--- src/rtl/ks_multiword_add_seq_pkg.sv ---
// ---------------------------------------------------------------------------
// ks_multiword_add_seq_pkg
//
// Shared definitions for the multi-word Kogge-Stone addition sequencer.
//
// Contents:
//   state_t    - FSM state encoding (ST_IDLE = 0, ST_RUN = 1)
//   clog2_min1 - ceiling log2 that never returns less than 1. The chunk
//                counter uses it so that a counter still exists when there
//                is only a single chunk.
// ---------------------------------------------------------------------------
package ks_multiword_add_seq_pkg;

   typedef enum logic {
      ST_IDLE = 1'b0,
      ST_RUN  = 1'b1
   } state_t;

   // Smallest width able to count 0..value-1, with a floor of one bit.
   function automatic int clog2_min1(input int value);
      int result;
      result = 0;
      for (int i = 0; i < 32; i++) begin
         if ((1 << result) < value) begin
            result = result + 1;
         end
      end
      if (result < 1) begin
         result = 1;
      end
      return result;
   endfunction

endpackage

--- src/rtl/ks_multiword_add_seq_kogge_stone.sv ---
// ---------------------------------------------------------------------------
// kogge_stone_nbit
//
// Purely combinational W-bit Kogge-Stone adder.
//
// Ports:
//   a   [W-1:0] operand A
//   b   [W-1:0] operand B
//   cin         carry into bit 0
//   s   [W:0]   {carry out, W-bit sum}
//
// The prefix tree has ceil(log2(W)) levels. At each level every bit merges
// its (generate, propagate) pair with the pair 'dist' positions below it.
// After the last level, bit i holds the group generate/propagate of the
// span [i:0], so the carry into bit i+1 is g | (p & cin).
// ---------------------------------------------------------------------------
module kogge_stone_nbit #(
   parameter int W = 4
) (
   input  logic [W-1:0] a,
   input  logic [W-1:0] b,
   input  logic         cin,
   output logic [W:0]   s
);

   localparam int LEVELS = $clog2(W);

   logic [W:0] carry;

   // Build the prefix tree level by level with whole-vector shifts. Bits
   // below the current distance have no partner, so their generate is left
   // as it is and their propagate is masked through unchanged.
   always_comb begin : prefix_tree
      logic [W-1:0] gk;
      logic [W-1:0] pk;
      logic [W-1:0] gn;
      logic [W-1:0] pn;
      gk = a & b;
      pk = a ^ b;
      gn = gk;
      pn = pk;
      for (int l = 0; l < LEVELS; l++) begin
         gn = gk | (pk & (gk << (1 << l)));
         pn = pk & ((pk << (1 << l)) | ~({W{1'b1}} << (1 << l)));
         gk = gn;
         pk = pn;
      end
      carry = {gk | (pk & {W{cin}}), cin};
      s     = {carry[W], (a ^ b) ^ carry[W-1:0]};
   end

endmodule

--- src/rtl/ks_multiword_add_seq.sv ---
// ---------------------------------------------------------------------------
// ks_multiword_add_seq
//
// Adds two W*N-bit operands by reusing a single W-bit Kogge-Stone adder,
// one chunk per clock from the least significant chunk to the most
// significant. The carry out of each chunk is registered and becomes the
// carry in of the next chunk.
//
// Ports:
//   clk    clock, rising edge
//   rst    asynchronous active-high reset
//   start  request, only looked at while idle
//   a, b   [W*N-1:0] operands, captured on the accepting edge
//   cin    carry into chunk 0, captured on the accepting edge
//   busy   high while an addition is running
//   done   one-cycle pulse; sum/cout are final from this cycle onward
//   sum    [W*N-1:0] result, held until the next accepted start
//   cout   carry out of the top chunk, held with sum
//
// Latency: the start is accepted on edge E0, chunks are added on E1..EN,
// and done is seen in the cycle after EN. Every output is a register, so
// no input reaches an output combinationally.
// ---------------------------------------------------------------------------
module ks_multiword_add_seq
   import ks_multiword_add_seq_pkg::*;
#(
   parameter int W = 4,
   parameter int N = 4
) (
   input  logic           clk,
   input  logic           rst,
   input  logic           start,
   input  logic [W*N-1:0] a,
   input  logic [W*N-1:0] b,
   input  logic           cin,
   output logic           busy,
   output logic           done,
   output logic [W*N-1:0] sum,
   output logic           cout
);

   localparam int TW = W * N;
   localparam int CW = clog2_min1(N);

   state_t          state;
   state_t          state_n;
   logic [TW-1:0]   a_sh;
   logic [TW-1:0]   b_sh;
   logic [TW-1:0]   sum_r;
   logic [TW-1:0]   sum_shift;
   logic            c_reg;
   logic            cout_r;
   logic            done_r;
   logic [CW-1:0]   cnt;
   logic            last_chunk;
   logic [W:0]      chunk_s;

   // The only adder in the design; it always works on the low chunk of the
   // operand shift registers together with the registered carry.
   kogge_stone_nbit #(
      .W (W)
   ) u_adder (
      .a   (a_sh[W-1:0]),
      .b   (b_sh[W-1:0]),
      .cin (c_reg),
      .s   (chunk_s)
   );

   assign last_chunk = (cnt == CW'(N - 1));

   // The fresh chunk sum enters at the top while the partial result moves
   // down by one chunk. After N steps the first chunk has reached bit 0.
   // Written as shift-and-or so that N = 1 needs no special case.
   assign sum_shift = (sum_r >> W) | (TW'(chunk_s[W-1:0]) << (W * (N - 1)));

   // State register.
   always_ff @(posedge clk or posedge rst) begin
      if (rst) begin
         state <= ST_IDLE;
      end else begin
         state <= state_n;
      end
   end

   // Next-state logic. Leave IDLE on a start and return once the last chunk
   // has been added. Requests that arrive while running are not examined.
   always_comb begin
      state_n = state;
      case (state)
         ST_IDLE: begin
            if (start) begin
               state_n = ST_RUN;
            end
         end
         ST_RUN: begin
            if (last_chunk) begin
               state_n = ST_IDLE;
            end
         end
         default: begin
            state_n = ST_IDLE;
         end
      endcase
   end

   // Datapath registers. An accepted start captures the operands and clears
   // the previous result. Each running cycle consumes one chunk. On the
   // final chunk the carry becomes cout and done is raised for one cycle.
   // A reset drops any operation in progress, so no done is issued for it.
   always_ff @(posedge clk or posedge rst) begin
      if (rst) begin
         a_sh   <= '0;
         b_sh   <= '0;
         sum_r  <= '0;
         c_reg  <= 1'b0;
         cout_r <= 1'b0;
         done_r <= 1'b0;
         cnt    <= '0;
      end else begin
         case (state)
            ST_IDLE: begin
               done_r <= 1'b0;
               if (start) begin
                  a_sh   <= a;
                  b_sh   <= b;
                  c_reg  <= cin;
                  cnt    <= '0;
                  sum_r  <= '0;
                  cout_r <= 1'b0;
               end
            end
            ST_RUN: begin
               sum_r <= sum_shift;
               a_sh  <= a_sh >> W;
               b_sh  <= b_sh >> W;
               c_reg <= chunk_s[W];
               cnt   <= cnt + 1'b1;
               if (last_chunk) begin
                  cout_r <= chunk_s[W];
                  done_r <= 1'b1;
               end
            end
            default: begin
               done_r <= 1'b0;
            end
         endcase
      end
   end

   assign busy = (state == ST_RUN);
   assign done = done_r;
   assign sum  = sum_r;
   assign cout = cout_r;

endmodule

--- config.mk ---
export PLATFORM = sky130hd
export DESIGN_NAME = ks_multiword_add_seq
export DESIGN_NICKNAME = d
export VERILOG_FILES = /design/src/rtl/ks_multiword_add_seq_pkg.sv /design/src/rtl/ks_multiword_add_seq_kogge_stone.sv /design/src/rtl/ks_multiword_add_seq.sv
export SDC_FILE = /design/constraint.sdc
export NUM_CORES = 1
export LEC_CHECK = 0
export ABC_CLOCK_PERIOD_IN_PS = 2600
export CAP_MARGIN = 20
export CORE_ASPECT_RATIO = 1.4
export CORE_UTILIZATION = 52
export CTS_BUF_LIST = sky130_fd_sc_hd__clkbuf_8
export DETAILED_ROUTE_END_ITERATION = 6
export PLACE_DENSITY = 0.82
export SLEW_MARGIN = 20
export SYNTH_ARGS = -nofsm -noshare
export SYNTH_HDL_FRONTEND = slang
export SYNTH_SLANG_ARGS = --single-unit
--- constraint.sdc ---
create_clock -name clk -period 2.6 [get_ports clk]
set_clock_uncertainty 0.2 [all_clocks]
set_input_delay 0.65 -clock clk [delete_from_list [all_inputs] [get_ports clk]]
set_output_delay 0.65 -clock clk [all_outputs]
set_load 0.01 [all_outputs]
==> metrics <==
total iterations of the first detailed-routing run 4; worst reg2reg path endpoint sum[1]; number of antenna violations at the first check in global routing 0; arrival time at the worst endpoint around 1.3 ns; Compound-Gate Fraction of Synth Area 0.127; number of gates resized after cts 0; critical-path maximum fanout 3; global-route wire length before repair 8170 um; main combinational cell family by area after synthesis multiplexers; number of cells traversed by the worst register-to-register path 3; crit-path max cell delay between 0.5 and 0.6 ns; async set-reset flop share out of synthesis 1.00; flip-flop and latch count after synthesis between 50 and 60; routed wire length 4690 um; drc violations 0; data required time of the worst path ~1.8 ns; post-CTS setup buffer count 0; total count of max-transition violations in the final report 0; count of yosys warnings during synthesis 0; GPL Wtd Cong approximately 0.73; all-layer global routing usage 0.219; clk slew on worst S/H paths 0.09 ns; clock period minus final worst setup slack about 2.1 ns; total negative slack for setup checks 0 ns; Final setup viols 0; CP Launch Type flop; adder-cell share of the synthesized area 0.0339; CP Class flop to output port; CP endpoint kind output port; reported max-cap violation count 0; f_max between 400 and 500 MHz; vias in the first global route between 1500 and 2000; sequential cell area fraction in the yosys report 0.554; dominant cell type by area after synthesis dfrtp_1; mux share of post-synthesis cell area 0.136; Inst Count DP around 330; VDD IR max ~600 uV; number of clock sinks 54; number of enable flip-flop cells after synthesis 0; leading post-synthesis cells by instance count dfrtp_1, nand2_1, o21ai_0; GRT Residual Overflow 0; later-pin clock latency in the skew report between 0.3 and 0.4 ns; Critical Path Source sum[14]; synthesized netlist net count 270; net total in the final layout around 320; family with the most delay on the worst path buffers and inverters; Hold Path Cell Cnt 2; CTS max path bufs 2; antenna-violating nets left 0; parity-gate share of the synthesized area counting xor and xnor cells 0.0108; Mean Syn Cell Area 10.7 um^2; standard-cell row count 29; area of the core about 0.0045 mm^2; DR vias 1836; Hold Path End a_sh[2]; start point of the worst hold path a_sh[6]; Die Span Y approximately 83 um; r2r setup slk 0.78 ns; summed instance area of the synthesized netlist roughly 0.0024 mm^2; top-area cell type share of the netlist area 0.554; worst r2r src busy; average vias per placed instance roughly 5.4; post-synthesis share of cell area spent on and, or, nand and nor gates 0.0970; initial core utilization 0.542; synthesized instance count roughly 230; most used flip-flop cell after synthesis dfrtp_1; count of final hold-check violations 0; status finished, final reports clean; area enclosed by the die boundary between 0.004 and 0.005 mm^2; Buffers & Inverters on Critical Path 1; ratio of cells with drive above 1 in the final layout 0.0679; count of cell types in the netlist 25; Horiz. Die Dim approximately 60 um; DRC violation total after the first TritonRoute iteration 73; worst-path cell chain clkdlybuf4s50_1; H-Tree Depth 2; CTS hold repair buffers 0; total inserted antenna cells 0; slowest stage cell, crit path clkdlybuf4s50_1; non-filler instance count after layout roughly 340; Hold Worst Slack just under 0.3 ns; transition time of the tightest slew-check pin between 0.6 and 0.7 ns; maximum number of pins on one net before global-route repair between 70 and 80; drt wl/cell about 14 um; count of pins on the block boundary 55; unrepaired setup endpoints after global routing no; cell with the most instances after synthesis dfrtp_1; DPL Wire Length between 3000 and 4000 um; clock tree from TritonCTS yes; master cell of the clock root buffer clkbuf_8; layout overhead on the synthesized area 27.7%; power density relative to cell area around 1000 mW/mm^2; Port Buffer Count 54; leakage power total roughly 0.0014 uW; worst hold path class flop to flop; Inserted Clock Buffers 5; final cycle utilization of the critical path 0.810; cell types with the largest area share after synthesis dfrtp_1, mux2i_1, o21ai_0, nand2_1, ha_1; remaining max-slew budget at the tightest pin 0.552
## final cells by class
class / count / area [um^2]
multi-input combinational: 157 / 986
fill: 378 / 1390
clock buffer: 6 / 82.6
inverter: 3 / 11.3
sequential: 54 / 1350
tap: 62 / 77.6
clock inverter: 2 / 12.5
timing repair buffer: 58 / 591
## report_power, final
| group | internal (uW) | switching, uW |
|---|---|---|
| combinational | 635 | 659 |
| sequential | 1180 | 220 |
| clock | 215 | 274 |
| total | 2030 | 1150 |
## kinds of logic after synthesis
logic type,Yosys count
compound gates,54
xor+xnor,3
fa+ha+maj,6
buf+inv,17
flops,54
mux,33
simple gates,61
## placed cells by master, fill, tap and decap left out
cell             instances
xnor2_1                  3
buf_12                   2
buf_4                    2
fa_1                     1
nand2b_1                 1
mux2i_1                 32
inv_2                    2
dfrtp_1                 53
nor2_1                  11
a21oi_2                  2
a22o_1                   5
o21ai_1                  2
buf_2                    1
a41oi_1                  1
clkinv_2                 1
o21ai_0                 36
mux2_2                   1
clkbuf_8                 6
clkinvlp_4               1
a31o_1                   1
ha_1                     5
nand4b_1                 1
o22ai_1                  2
dfrtp_2                  1
nand2_1                 48
a21oi_1                  4
clkdlybuf4s50_1         53
inv_1                    1
a21o_1                   1
## how the worst max path moves through the flow
stage,to,slack [ns],cells past startpoint
after global placement,b_sh[9],0.64,4
after detailed placement,b_sh[5],0.58,4
after global routing,sum[14],0.45,1
after CTS,sum[11],0.49,1
after floorplan,a_sh[0],0.44,1
final,sum[14],0.49,1
## stage by stage
stage                     worst slack, ns  area [um^2]  utilization  total power, uW
after detailed placement            0.577         3020        0.671             2720
final                               0.493         3110        0.692             3180
after global placement              0.638         3020        0.671             2650
after global routing                0.445         3110        0.692             3430
after CTS                           0.487         3110        0.692             3210
after floorplan                     0.435         2440            -             2220
## routing by layer
layer,vias to the layer above,global-route usage,share of wire
met1,898,0.264,0.42
met2,51,0.373,0.52
met4,0,0.0761,0.017
li1,879,-,-
met5,-,0,0
met3,8,0.0483,0.036
Power figures use the tool's default switching activity.
